===== config.mk =====
export PLATFORM = sky130hd
export DESIGN_NAME = decay_bus_gen
export DESIGN_NICKNAME = d
export VERILOG_FILES = /design/src/rtl/neuro_pkg.sv /design/src/rtl/decay_prescaler.sv /design/src/rtl/decay_bus_gen.sv
export SDC_FILE = /design/constraint.sdc
export NUM_CORES = 1
export LEC_CHECK = 0
export BUFFER_PORTS_ARGS = -buffer_cell sky130_fd_sc_hd__buf_2
export CORE_UTILIZATION = 64
export DETAILED_ROUTE_END_ITERATION = 10
export PLACE_DENSITY = 0.83
export SYNTH_ARGS = -nofsm -noshare
export SYNTH_HDL_FRONTEND = slang
export SYNTH_SLANG_ARGS = --single-unit

===== constraint.sdc =====
create_clock -name clk -period 2.95 [get_ports clk]
set_input_delay 0.4425 -clock clk [delete_from_list [all_inputs] [get_ports clk]]
set_output_delay 0.4425 -clock clk [all_outputs]
set_load 0.1 [all_outputs]

===== src/rtl/neuro_pkg.sv =====
// Shared widths and types for the neuron array: decay bus width, prescaler
// width, the decay bus type, and a helper that builds low-bit masks.
package neuro_pkg;

    localparam int DBUS_W     = 8;
    localparam int PRESCALE_W = 24;

    typedef logic [DBUS_W-1:0] dbus_t;

    // Mask with bits [i:0] set; used to test "low i+1 bits of phase are zero".
    function automatic dbus_t low_mask(input int i);
        dbus_t m;
        m = '0;
        for (int k = 0; k < DBUS_W; k++) begin
            if (k <= i) m[k] = 1'b1;
        end
        return m;
    endfunction

endpackage


===== src/rtl/decay_prescaler.sv =====
// Base-tick prescaler for the decay bus generator. Counts clk cycles from 0
// to PRESCALE-1; tick is combinational from the terminal count so the parent
// can qualify it with its own priority rules in the same cycle.
module decay_prescaler
    import neuro_pkg::*;
#(
    parameter logic [PRESCALE_W-1:0] PRESCALE = 24'd10_000
) (
    input  logic clk,
    input  logic rst,
    input  logic clr,
    input  logic hold,
    output logic tick
);

    if (PRESCALE == '0) begin : g_bad_prescale
        $error("decay_prescaler: PRESCALE must be at least 1");
    end

    logic [PRESCALE_W-1:0] pre_cnt_q;
    logic [PRESCALE_W-1:0] pre_cnt_d;

    assign tick = (pre_cnt_q == PRESCALE - 1'b1);

    // Next count: clear beats hold, hold beats wrap, otherwise increment.
    always_comb begin
        pre_cnt_d = pre_cnt_q;
        if (clr) begin
            pre_cnt_d = '0;
        end else if (hold) begin
            pre_cnt_d = pre_cnt_q;
        end else if (tick) begin
            pre_cnt_d = '0;
        end else begin
            pre_cnt_d = pre_cnt_q + 1'b1;
        end
    end

    // Prescaler register with asynchronous clear.
    always_ff @(posedge clk or posedge rst) begin
        if (rst) begin
            pre_cnt_q <= '0;
        end else begin
            pre_cnt_q <= pre_cnt_d;
        end
    end

endmodule


===== src/rtl/decay_bus_gen.sv =====
// Decay clock bus generator. A prescaler produces base ticks; an 8-bit phase
// counter advanced on each tick drives eight one-cycle pulse lines, line i
// firing every 2^(i+1) ticks. Outputs are registered so they are stable at
// the falling edge where neurons sample them.
// Optional feature macro: DECAY_FORCE_EN adds force_decay, which forces the
// whole bus high on the next edge unless resync or conf_en is asserted.
module decay_bus_gen
    import neuro_pkg::*;
#(
    parameter logic [PRESCALE_W-1:0] PRESCALE = 24'd10_000
) (
    input  logic  clk,
    input  logic  nn_reset,
    input  logic  conf_en,
    input  logic  resync,
`ifdef DECAY_FORCE_EN
    input  logic  force_decay,
`endif
    output dbus_t dBus,
    output logic  base_tick
);

    logic  tick;
    dbus_t ph_q;
    dbus_t ph_d;
    dbus_t ph_inc;
    dbus_t dbus_q;
    dbus_t dbus_d;
    logic  base_tick_q;
    logic  base_tick_d;

    decay_prescaler #(
        .PRESCALE (PRESCALE)
    ) u_prescaler (
        .clk  (clk),
        .rst  (nn_reset),
        .clr  (resync),
        .hold (conf_en),
        .tick (tick)
    );

    assign ph_inc = ph_q + 1'b1;

    // Phase advance and line decode; resync outranks conf_en, which outranks a tick.
    always_comb begin
        ph_d        = ph_q;
        dbus_d      = '0;
        base_tick_d = 1'b0;
        if (resync) begin
            ph_d = '0;
        end else if (!conf_en && tick) begin
            ph_d        = ph_inc;
            base_tick_d = 1'b1;
            for (int i = 0; i < DBUS_W; i++) begin
                dbus_d[i] = ((ph_inc & low_mask(i)) == '0);
            end
        end
`ifdef DECAY_FORCE_EN
        if (!resync && !conf_en && force_decay) begin
            dbus_d = '1;
        end
`endif
    end

    // Phase counter and registered outputs, cleared asynchronously.
    always_ff @(posedge clk or posedge nn_reset) begin
        if (nn_reset) begin
            ph_q        <= '0;
            dbus_q      <= '0;
            base_tick_q <= 1'b0;
        end else begin
            ph_q        <= ph_d;
            dbus_q      <= dbus_d;
            base_tick_q <= base_tick_d;
        end
    end

    assign dBus      = dbus_q;
    assign base_tick = base_tick_q;

endmodule


==> results_dict.tcl <==
set metrics [dict create \
    cap_viol_max_count 0 \
    slew_headroom_pct 56.7 \
    globalRouteOverflowTotal 0 \
    synth_area_leaders "dfrtp_1, xor2_1, nor2_1, nand3_1, nand4_1" \
    grt_first_pass_wirelength_mm 7.03 \
    synth.net_count 225 \
    first_iter_violations 93 \
    initial_utilization_pct 69.0 \
    worstPathArrival_ns 2.45 \
    ys_seq_elements 41 \
    nets 242 \
    synthDominantCellAreaShare_pct 47.9 \
    chipHeight_um 59.9 \
    yosysSeqAreaShare_pct 47.9 \
    pin_count 13 \
    post-synth-top-area-cell "dfrtp_1" \
    post_route_cells_drive_above_1_share_pct 13.7 \
    ys_dominant_reg_cell "dfrtp_1" \
    post-place-cells 272 \
    ir_drop_v 0.000326 \
    cts_sinks 41 \
    crit_path_end_kind "flip-flop" \
    finalWeightedCongestion 0.873 \
    fin_crit_sh_pct 75.8 \
    grt_pass1_vias 1611 \
    post-cts-setup-buffer-count 0 \
    timing_max_transition_violations_final 0 \
    post-route-min-period_ns 2.24 \
    yosys_warnings 0 \
    status "complete, no violations" \
    report.final.setup_viol 0 \
    antenna-diode-count 0 \
    number_of_flops_mapped_to_enable_cells_by_yosys 0 \
    cts_resized 0 \
    slowest_stage "or4_4" \
    ff_latch_area_um2 1030 \
    min_path_type "primary input to async pin" \
    distinct_cell_type_count_of_the_synthesized_netlist 36 \
    slowest_delay_ns 0.57 \
    clk_path_buf_depth 2 \
    max_freq_mhz 447 \
    clock_skew_ns 0.00392 \
    synth_async_sr_flop_share_pct 100 \
    syn-cell-area_um2 2140 \
    routedWlPerCell_um 14.5 \
    dpl.hpwl_mm 2.95 \
    cp_max_fo 16 \
    critical_path_required_ns 3.17 \
    num-fill-cells 239 \
    numPortBuffers 12 \
    tritoncts_clock_tree "built" \
    coreArea_um2 3100 \
    holdBufCountCts 0 \
    hold_viol 0 \
    antenna_found_initial 0 \
    power.density_cell_area_nw_per_um2 372 \
    drt_pass1_iterations 4 \
    p_leak_uw 0.00105 \
    cts_buffers 5 \
    total_die_area_um2 3580 \
    die_width_um 59.9 \
    syn_inst 218 \
    flow.area_growth_from_synthesis_pct 7.59 \
    cts.clk_slew.worst_paths_ns 0.11 \
    clk-insertion-delay-late_ns 0.34 \
    detail_route.drc_violations 0 \
    grt.total_usage_pct 26.9 \
    crit_chain "ha_1, and3_1, nand4b_4, or4_4, nand2_1, nor2_1" \
    rsz0062_at_grt "false" \
    tightestPinTransition_ns 0.648 \
    multi_input_logic_area_um2 1070 \
    final_cells 278 \
    placement_rows 20 \
    detailroute.via_count 1650 \
    path_class "flip-flop to flip-flop" \
    critPathLaunchType "flip-flop" \
    syn-mean-instance-area_um2 9.83 \
    clk_root_buffer_cell "clkbuf_4" \
    cts.htree.levels 2 \
    vias_per_cell 5.94 \
    wirelength_mm 4.02 \
    setup_tns_ns 0 \
    grt_max_degree 25 \
    detail-route-antenna-nets 0 \
]
layer usage:
metal	global-route usage [%]	share of wire (%)	wire length [um]	vias up
li1	-	-	-	798
met1	35.3	45	1800	796
met2	41.6	48	1920	48
met3	7.58	5.6	226	8
met4	11.6	1.7	70	0
met5	0	0	0	-
kinds of logic after synthesis:
kind of cell | count (synthesis) | synth area share [%]
compound gates | 19 | 5.67
fa+ha+maj | 3 | 1.75
buf+inv | 11 | 2.04
mux | 5 | 2.45
xor+xnor | 22 | 9.00
flops | 41 | 47.9
simple gates | 117 | 31.2
synthesized netlist by cell type (2+ instances only):
| master | instances |
|---|---|
| a21oi_1 | 9 |
| and2_1 | 6 |
| and3_1 | 8 |
| and4_1 | 2 |
| buf_2 | 2 |
| clkbuf_1 | 4 |
| dfrtp_1 | 41 |
| ha_1 | 3 |
| inv_1 | 5 |
| mux2_2 | 2 |
| mux2i_1 | 3 |
| nand2_1 | 16 |
| nand3_1 | 14 |
| nand3b_1 | 2 |
| nand4_1 | 11 |
| nor2_1 | 32 |
| nor2b_1 | 7 |
| nor3_1 | 4 |
| nor4_1 | 6 |
| o21ai_0 | 3 |
| o311ai_0 | 2 |
| or4_4 | 2 |
| xnor2_1 | 6 |
| xor2_1 | 16 |
final cells by class:
cell class	instances	area share, %
clock buffers	5	1.63
clock inverters	1	0.217
inverters	5	0.814
multi-input cells	166	46.5
flip-flops and latches	41	44.5
well taps	44	2.39
repair buffers	16	3.91
layout by cell type, fill, tap and decap left out, types with 6 or more instances in the layout:
master	n
xor2_1	16
nand2_1	16
nand3_1	14
and2_1	6
nor4_1	6
nor2b_1	7
buf_2	12
nand4_1	11
nor2_1	32
a21oi_1	9
xnor2_1	6
and3_1	8
dfrtp_1	41
stage by stage:
stage / instance area [um^2] / total power, uW / util, % / hold slack [ns] / worst slack (ns)
3_3_place_gp: 2260 / 620 / 72.9 / 0.541 / 0.798
6_report: 2300 / 858 / 74.3 / 0.170 / 0.715
2_1_floorplan: 2140 / 610 / - / 0.517 / 0.955
3_5_place_dp: 2260 / 623 / 72.9 / 0.552 / 0.729
4_1_cts: 2300 / 864 / 74.3 / 0.187 / 0.711
5_1_grt: 2300 / 895 / 74.3 / 0.200 / 0.503
final timing paths:
check,start,to,slack (ns),depth (start not counted)
min reg2reg,u_prescaler.pre_cnt_q[1],u_prescaler.pre_cnt_q[1],0.57,2
max in group asynchronous,nn_reset,u_prescaler.pre_cnt_q[4],2.04,3
max reg2reg,u_prescaler.pre_cnt_q[0],u_prescaler.pre_cnt_q[15],0.71,6
min,nn_reset,u_prescaler.pre_cnt_q[21],0.17,2
min in group clk,conf_en,u_prescaler.pre_cnt_q[6],0.49,3
max,u_prescaler.pre_cnt_q[0],u_prescaler.pre_cnt_q[15],0.71,6
sequential cells by signal, indices dropped and copies added, names as in the netlist:
register,flops
u_prescaler.pre_cnt_q,24
base_tick,1
ph_q,8
dBus,8
critical path: cells and delay by family, from the launching register on:
family	cells	cell delay [ns]
AND/OR/NAND/NOR	5	1.49
adder cells (fa/ha/maj)	1	0.19
flip-flops	1	0.42
where the power goes:
| part | internal, uW | switching [uW] | leakage (uW) | total [uW] |
|---|---|---|---|---|
| registers | 566 | 4.71 | 0.000571 | 571 |
| clock network | 82.8 | 163 | 0.0000269 | 246 |
| logic | 10.7 | 30.3 | 0.000453 | 41.0 |
| total | 659 | 198 | 0.00105 | 858 |
(Power assumes the default switching activity.)
